## src/rtl/note_octave_decoder.sv

```systemverilog
// note_octave_decoder
//   Converts a 7-bit MIDI note number into an octave select and a semitone
//   index relative to BASE_NOTE. The division by 12 is done iteratively:
//   one subtraction of 12 per clock, so the latency is n+1 edges for n
//   subtractions. The octave/semitone/sat outputs are held registers that
//   only change on the edge that raises out_valid, so a downstream
//   octave-selectable divider never sees an intermediate value.
//
//   Optional feature macro: OCTAVE_WRAP_EN
//     undefined (default) : octave overflow saturates to octave 7,
//                           semitone 11, sat 1.
//     defined             : the octave counter wraps modulo 8, the semitone
//                           is the true remainder and sat flags the wrap.
module note_octave_decoder #(
    parameter int BASE_NOTE = 24
) (
    input  logic       clk,
    input  logic       reset,
    input  logic       note_valid,
    input  logic [6:0] note_num,
    output logic       note_ready,
    output logic [2:0] octave,
    output logic [3:0] semitone,
    output logic       out_valid,
    output logic       sat,
    output logic       busy
);

    typedef enum logic {
        IDLE = 1'b0,
        DIV  = 1'b1
    } state_t;

    localparam logic [6:0] BASE_N  = 7'(BASE_NOTE);
    localparam logic [6:0] SEMI_12 = 7'd12;
    localparam logic [2:0] OCT_TOP = 3'd7;

    state_t     state;
    state_t     state_nxt;

    // Conversion working registers: remaining offset and octave count.
    logic [6:0] rem;
    logic [2:0] oct_cnt;
    logic       under;     // request was below BASE_NOTE
    logic       wrapped;   // octave counter passed 7 at least once

    logic       accept;
    logic       rem_ge12;
    logic       cap;       // octave limit reached, stop subtracting
    logic       step;
    logic       finish;
    logic       limit;     // finishing because of the octave cap

    // True when the note lies below the base note.
    function automatic logic below_base(input logic [6:0] n);
        return (n < BASE_N);
    endfunction

    // Offset from the base note, clamped at zero for under-range notes.
    function automatic logic [6:0] offset_from_base(input logic [6:0] n);
        return below_base(n) ? 7'd0 : (n - BASE_N);
    endfunction

    // Result octave: pinned to the top octave when the cap forced the finish.
    function automatic logic [2:0] sat_octave(input logic       lim,
                                              input logic [2:0] oct);
        return lim ? OCT_TOP : oct;
    endfunction

    // Result semitone: pinned to the top semitone when the cap forced the finish.
    function automatic logic [3:0] sat_semitone(input logic       lim,
                                                input logic [6:0] r);
        return lim ? 4'd11 : r[3:0];
    endfunction

    assign note_ready = (state == IDLE) && !reset;
    assign busy       = (state == DIV);
    assign accept     = note_valid && note_ready;
    assign rem_ge12   = (rem >= SEMI_12);

    // State register.
    always_ff @(posedge clk) begin
        if (reset) begin
            state <= IDLE;
        end else begin
            state <= state_nxt;
        end
    end

    // Next-state logic and per-cycle datapath controls.
    always_comb begin
        state_nxt = state;
        step      = 1'b0;
        finish    = 1'b0;
        limit     = 1'b0;
`ifdef OCTAVE_WRAP_EN
        cap       = 1'b0;
`else
        cap       = (oct_cnt == OCT_TOP);
`endif
        case (state)
            IDLE: begin
                if (accept) begin
                    state_nxt = DIV;
                end
            end
            DIV: begin
                if (rem_ge12 && !cap) begin
                    step = 1'b1;
                end else begin
                    finish    = 1'b1;
                    limit     = rem_ge12;
                    state_nxt = IDLE;
                end
            end
            default: begin
                state_nxt = IDLE;
            end
        endcase
    end

    // Working registers: load on acceptance, subtract 12 per step.
    always_ff @(posedge clk) begin
        if (accept) begin
            rem     <= offset_from_base(note_num);
            under   <= below_base(note_num);
            oct_cnt <= 3'd0;
            wrapped <= 1'b0;
        end else if (step) begin
            rem     <= rem - SEMI_12;
            oct_cnt <= oct_cnt + 3'd1;
            wrapped <= wrapped | (oct_cnt == OCT_TOP);
        end
    end

    // Held result registers and the one-cycle completion pulse.
    always_ff @(posedge clk) begin
        if (reset) begin
            octave    <= 3'd0;
            semitone  <= 4'd0;
            sat       <= 1'b0;
            out_valid <= 1'b0;
        end else begin
            out_valid <= finish;
            if (finish) begin
                octave   <= sat_octave(limit, oct_cnt);
                semitone <= sat_semitone(limit, rem);
                sat      <= under | wrapped | limit;
            end
        end
    end

endmodule
```

## config.mk

```make
export PLATFORM = sky130hd
export DESIGN_NAME = note_octave_decoder
export DESIGN_NICKNAME = d
export VERILOG_FILES = /design/src/rtl/note_octave_decoder.sv
export SDC_FILE = /design/constraint.sdc
export NUM_CORES = 1
export LEC_CHECK = 0
export CAP_MARGIN = 20
export CORE_AREA = 2 2 58 46
export DETAILED_ROUTE_END_ITERATION = 8
export DIE_AREA = 0 0 60 48
export GPL_ROUTABILITY_DRIVEN = 0
export GPL_TIMING_DRIVEN = 0
export PLACE_DENSITY = 0.75
export SYNTH_ARGS = -nofsm -noshare
export SYNTH_HDL_FRONTEND = slang
export SYNTH_SLANG_ARGS = --single-unit
```

## constraint.sdc

```tcl
create_clock -name clk -period 2.5 [get_ports clk]
set_clock_uncertainty 0.1 [all_clocks]
set_input_delay 0.5 -clock clk [delete_from_list [all_inputs] [get_ports clk]]
set_output_delay 0.5 -clock clk [all_outputs]
set_load 0.05 [all_outputs]
```

==> reports/metrics.cfg <==
[run_status]
run_status = completed

[setup_path]
reg2reg_slack_ns = 0.20
reg2reg_to = rem[4]
endpoint = note_ready
ff2ff_path_depth = 5
startpoint_type = primary input
startpoint = reset
endpoint_kind = output port
cpMaxStageDelayCell = clkdlybuf4s50_1
cp_data_arrival_time_ns = 1.77
crit_chain = clkdlybuf4s50_1, nor2_1, dlygate4sd2_1
crit_path_max_incr_delay_ns = 0.58
worstSetupPathType = primary input to output port
crit_fanout = 11
r2r_start = rem[2]
critical_path_required_ns = 1.90

[cells_and_area]
final-seq-area_um2 = 520
multi_input_area_um2 = 546
fillers = 193
fin_nets = 148
areaGrowthSynthToFinish_pct = 23.8
instances_no_fill = 167
antenna_cells = 0
fin_util_pct = 60.4
drive_gt1_share_pct = 5.26

[floorplanning]
core_um2 = 2270
start_util_pct = 48.8
die-area_um2 = 2880
rows = 15
die_w_um = 60
dieHeight_um = 48
ios = 21

[logic_synthesis]
synth-seq-cells = 22
syn_area_um2 = 1110
yosysUniqueCellTypes = 30
ys_top_cells_by_area = dfxtp_1 25%, edfxtp_1 22%, a2111oi_0 5.5%
synth_ff_type = dfxtp_1
async_reset_ff_share_pct = 0
synth_commonest_cells = 16 x nor2_1, 14 x dfxtp_1, 10 x nand2_1
yosysTopAreaCell = dfxtp_1
avgSynthCellArea_um2 = 10.1
syn_nets = 124
synth_edf_count = 8
synth_warnings = 0
synth_top_area_share_pct = 25.3
synth.most_common_cell = nor2_1
seq_area_frac_synth_pct = 47.0
syn_inst = 110

[sta]
tightestPinTransition_ns = 0.772
worst_hold_slack_ns = 0.377
hold_viol = 0
fmax_mhz = 422
rsz0062_at_grt = no
setup_violations = 0
slew_viol_final = 0
fin_crit_ns = 2.37
min_period_over_period_pct = 94.8
slew_headroom_pct = 48.1

[clocking]
cts_tree = yes
cts_root_buf = clkbuf_4
cts_buffer_depth = 2
cts_setup_buffers = 0
clk_latency_ns = 0.31
clkSlewWorstSetupHoldPaths_ns = 0.12
clock_sinks = 22
cts_htree_levels = 1
cts-buffers-inserted = 3

[routing]
vias = 904
postRouteAntennaNets = 0
first_iter_violations = 28
drc = 0
dr.pass1.iters = 4
vias_per_cell = 5.41
wl_per_cell_um = 13.0
totalWireLength_mm = 2.17

[global_routing]
antenna_found_initial = 0
grt_overflow = 0
grt_max_degree = 13
grt_usage_pct = 17.9
grt_pass1_wl_mm = 3.69
grt_pass1_vias = 798

[worst_hold_path]
hp-class = register to register

[pwr]
p_comb_share_pct = 31.2
power.switching_w = 0.000324
power.leakage_nw = 0.527
power_frac_seq_pct = 51.2
ir_drop_uv = 394
p_int_w = 0.000620
p_per_area_nw_per_um2 = 688
swShare_pct = 34.3
clockPowerShare_pct = 17.6

[place]
dp_hpwl_mm = 1.69
port_buffers = 20
dp.cells = 164

[job]
cap_violations = 0

## cells by family (layout without fill, tap and decap cells)
| family | count (synthesis) | in the layout | share of synthesized area, % |
|---|---|---|---|
| simple gates | 41 | 41 | 17.4 |
| compound gates | 25 | 25 | 19.5 |
| flops | 22 | 22 | 47.0 |
| buf+inv | 9 | 32 | 3.73 |
| mux | 6 | 6 | 5.42 |
| fa+ha+maj | 4 | 4 | 4.52 |
| xor+xnor | 3 | 3 | 2.37 |
## worst min-delay path by stage
stage / slack, ns / from / cells past startpoint / to
4_1_cts: 0.38 / semitone[2] / 2 / semitone[2]
3_5_place_dp: 0.37 / semitone[2] / 2 / semitone[2]
2_1_floorplan: 0.33 / wrapped / 1 / wrapped
3_3_place_gp: 0.36 / semitone[2] / 2 / semitone[2]
5_1_grt: 0.40 / semitone[2] / 2 / semitone[2]
6_report: 0.38 / semitone[2] / 2 / semitone[2]
## power by group through the flow
| stage | clock (W) | sequential (W) | combinational [W] |
|---|---|---|---|
| 2_1_floorplan | 0 | 0.000505 | 0.000196 |
| 3_3_place_gp | 0 | 0.000488 | 0.000289 |
| 3_5_place_dp | 0 | 0.000492 | 0.000294 |
| 4_1_cts | 0.000168 | 0.000484 | 0.000295 |
| 5_1_grt | 0.000181 | 0.000493 | 0.000333 |
| 6_report | 0.000166 | 0.000484 | 0.000294 |
## cell type report
class	instances	share of cell area, %
inverter	3	0.821
sequential	22	38.0
buffer	5	1.92
clock buffer	3	1.64
multi-input combinational	79	39.8
clock inverter	1	0.274
tap	34	3.10
timing repair buffer	20	14.5
## layout by cell type, fill, tap and decap left out
| cell type | n |
|---|---|
| nor2b_1 | 1 |
| a21o_1 | 1 |
| xnor2_1 | 3 |
| ha_1 | 4 |
| o2bb2ai_1 | 1 |
| a311oi_1 | 7 |
| and2_1 | 3 |
| o211a_1 | 1 |
| a311o_4 | 1 |
| nand3_1 | 1 |
| a2111oi_0 | 7 |
| a21oi_1 | 3 |
| nor2_1 | 16 |
| a22o_1 | 1 |
| buf_6 | 1 |
| a211oi_1 | 1 |
| edfxtp_1 | 8 |
| dlygate4sd2_1 | 1 |
| a21oi_2 | 1 |
| nand2_1 | 10 |
| clkinv_1 | 2 |
| nor4_1 | 1 |
| mux2i_1 | 6 |
| clkbuf_4 | 3 |
| nor3b_1 | 2 |
| o31ai_1 | 1 |
| or3b_1 | 2 |
| clkbuf_1 | 4 |
| nor3_1 | 4 |
| dfxtp_1 | 14 |
| clkdlybuf4s50_1 | 19 |
| or2_2 | 1 |
| inv_1 | 2 |
## critical path, delay by kind of cell
family,cells,cell delay [ns]
AND/OR/NAND/NOR,1,0.15
buffers and inverters,2,1.12
## sequential cells by signal (all words and copies together) (netlist names)
register / flops
busy: 1
under: 1
sat: 1
semitone: 4
out_valid: 1
octave: 3
wrapped: 1
oct_cnt: 3
rem: 7
## layer usage
layer	GRT usage, %	vias up	wire [µm]
li1	-	461	-
met1	24.8	417	1070
met2	27.2	24	958
met3	6.22	2	127
met4	4.00	0	14
met5	0	-	0
## timing repair
item | CTS | global route
endpoints found under the setup margin | 1 | 1
hold buffers | 0 | 0
hold endpoints to repair | 0 | 0
resized for setup | 1 | 0
## metrics by stage
stage	setup WS [ns]	setup TNS [ns]	area (µm²)	total power [W]
global placement	-0.178	-0.178	1350	0.000776
global route	0.0245	0	1370	0.00101
floorplan	0.390	0	1110	0.000701
detailed placement	-0.186	-0.186	1350	0.000786
CTS	0.0959	0	1380	0.000947
finish	0.130	0	1370	0.000944
Power figures use the tool's default switching activity.
==> RTL edit: new RTL, config.mk and constraints unchanged <==
Make the reset (`reset`) asynchronous in 2 clocked blocks.
--- a/src/rtl/note_octave_decoder.sv
+++ b/src/rtl/note_octave_decoder.sv
@@ -79,7 +79,7 @@
     assign rem_ge12   = (rem >= SEMI_12);
 
     // State register.
-    always_ff @(posedge clk) begin
+    always_ff @(posedge clk or posedge reset) begin
         if (reset) begin
             state <= IDLE;
         end else begin
@@ -134,7 +134,7 @@
     end
 
     // Held result registers and the one-cycle completion pulse.
-    always_ff @(posedge clk) begin
+    always_ff @(posedge clk or posedge reset) begin
         if (reset) begin
             octave    <= 3'd0;
             semitone  <= 4'd0;
Formal check against the unedited RTL: differs if reset is asserted again (counterexample within 4 cycles, from zero or initial values and one cycle with reset high); with reset held inactive, the same outputs for 10 cycles.
==> RTL edit against the unedited design <==
- sequential share of layout area up 1.8 points
- highest routed layer is now met3
- core utilization up 2.8 points
- global-route usage is 1.2 points lower
- design area grew 4.7%
- wire length about the same
- final cell count is 4.8% lower
- setup slack gained 0.051 ns
- synthesized area is 3.1% higher
- sequential cell count is the same
- largest cell class is now sequential cells
- die area unchanged
Power is not compared: it rests on default switching activity, and its combinational part moved more than twofold at a synthesized area within 25%.
==> RTL edit: results (changes against the unedited design) <==
fin_cells: 159  # -4.8%
path_max_fanout: 10  # -1
holdWs_ns: 0.375  # -0.00249 ns
synth_cells: 101  # -8.2%
post-cts-setup-buffers: 0  # unchanged
synth-xor-area-share: 0.0230  # -0.000702
synth_edf_count: 8  # unchanged
crit_family: "buffers and inverters"
max_slew_margin: 0.630  # +0.149
worstHoldPathCells: 1  # -1
nets: 140  # -5.4%
dp_hpwl_um: 1680  # -0.67%
grt_max_degree: 14  # +1
place_area_sq_um: 1380  # +2.5%
r2r_start: "rem[3]$_DFFE_PP_"
grt_pass1_vias: 774  # -3.0%
timing.rr.end: "rem[6]$_DFFE_PP_"
reg_top3: "rem (7), semitone (4)"
synth_mux_area_frac: 0.0439  # -0.0104
grt_use_total: 0.167  # -0.0120
drt_iter0_markers: 12  # -57%
synth_area_leaders: "dfrtp_1 22%, edfxtp_1 21%, dfxtp_1 7.0%"
slowest_stage: "dlygate4sd2_1"
synth_commonest_cells: "10 x dfrtp_1, 10 x nor2_1, 8 x edfxtp_1, 8 x nand2_1, 7 x o21ai_0"
hold_path_end: "wrapped$_SDFFE_PP0P_"
routed_wl_um: 2170  # about the same
ys_types: 31  # +3.3%
min_from: "wrapped$_SDFFE_PP0P_"
grt_pass1_wl_um: 3460  # -6.2%
synth_compound_area_frac: 0.213  # +0.0172
syn-num-nets: 115  # -7.3%
async_reset_ff_frac: 0.455  # +0.455
cts_root_buf: "clkbuf_4"
drive_above_1_share: 0.136  # +0.0834
yosysSeqAreaShare: 0.500  # +0.0299
synth_ff_type: "dfrtp_1"
antenna_found_initial: 0  # unchanged
r2r_slack_ns: 0.48  # +0.28 ns
avgViaCountPerCell: 5.36  # -1.0%
status: "complete, no violations"
synth_fa_ha_area_frac: 0.0439  # -0.00134
r2r_cells: 4  # -1
critPathMaxStageDelay_ns: 0.53  # -0.05 ns
==> RTL edit: cell types whose count changed in the layout (fill, tap and decap cells not counted), sizes merged, moves of 6 or more <==
cell	delta
o221a	+6
a2111oi	-6
a311oi	-7
dfrtp	+10
o21ai	+8
dfxtp	-10
nor2	-6
==> RTL edit: routing by layer <==
metal	part of all wire	GRT usage	wire length [um]
met2	0.47	0.274	1030
met3	0.046	0.0568	100
met5	0	0	0
met4	0	0.0267	0
met1	0.48	0.222	1040
==> RTL edit: metrics by stage <==
stage	setup WS [ns]	power, mW
finish	0.181	1.85
global route	0.0777	1.98
CTS	0.194	1.87
detailed placement	0.0607	1.60
global placement	0.0685	1.57
floorplan	0.373	1.35
==> RTL edit: how the worst max path moves through the flow <==
stage	endpoint	start	slack (ns)	cells after the start
after global placement	note_ready	reset	0.07	3
after floorplan	note_ready	busy$_DFF_PP0_	0.37	2
final	note_ready	busy$_DFF_PP0_	0.18	3
after global routing	note_ready	busy$_DFF_PP0_	0.08	3
after CTS	note_ready	busy$_DFF_PP0_	0.19	3
after detailed placement	note_ready	reset	0.06	3
==> RTL edit: cells by family after synthesis <==
family                     Yosys count
and+or+nand+nor                     32
buffers and inverters                8
adders and majority gates            4
AOI/OAI and AO/OA                   27
xor gates and xnor gates             3
DFF                                 22
muxes                                5
==> RTL edit: timing repair <==
| action | 4_1_cts | 5_1_grt |
|---|---|---|
| gates resized for setup | 1 | 0 |
| hold buffers | 0 | 0 |
| setup endpoints to repair | 1 | 0 |
==> RTL edit: power by group through the flow <==
stage          Clock (mW)  Sequential (mW)  Combinational [mW]
6_report            0.271            0.687               0.897
5_1_grt             0.288            0.710               0.979
4_1_cts             0.275            0.687               0.903
3_5_place_dp            0            0.697               0.903
3_3_place_gp            0            0.688               0.879
2_1_floorplan           0            0.831               0.518
==> RTL edit: cell type report <==
cell class	count	area, sq um
clock inverters	1	30.0
well taps	34	42.5
flip-flops and latches	22	571
plain buffers	4	17.5
inverters	4	15.0
multi-input cells	71	538
fillers	205	836
repair buffers	20	199
clock buffers	3	22.5
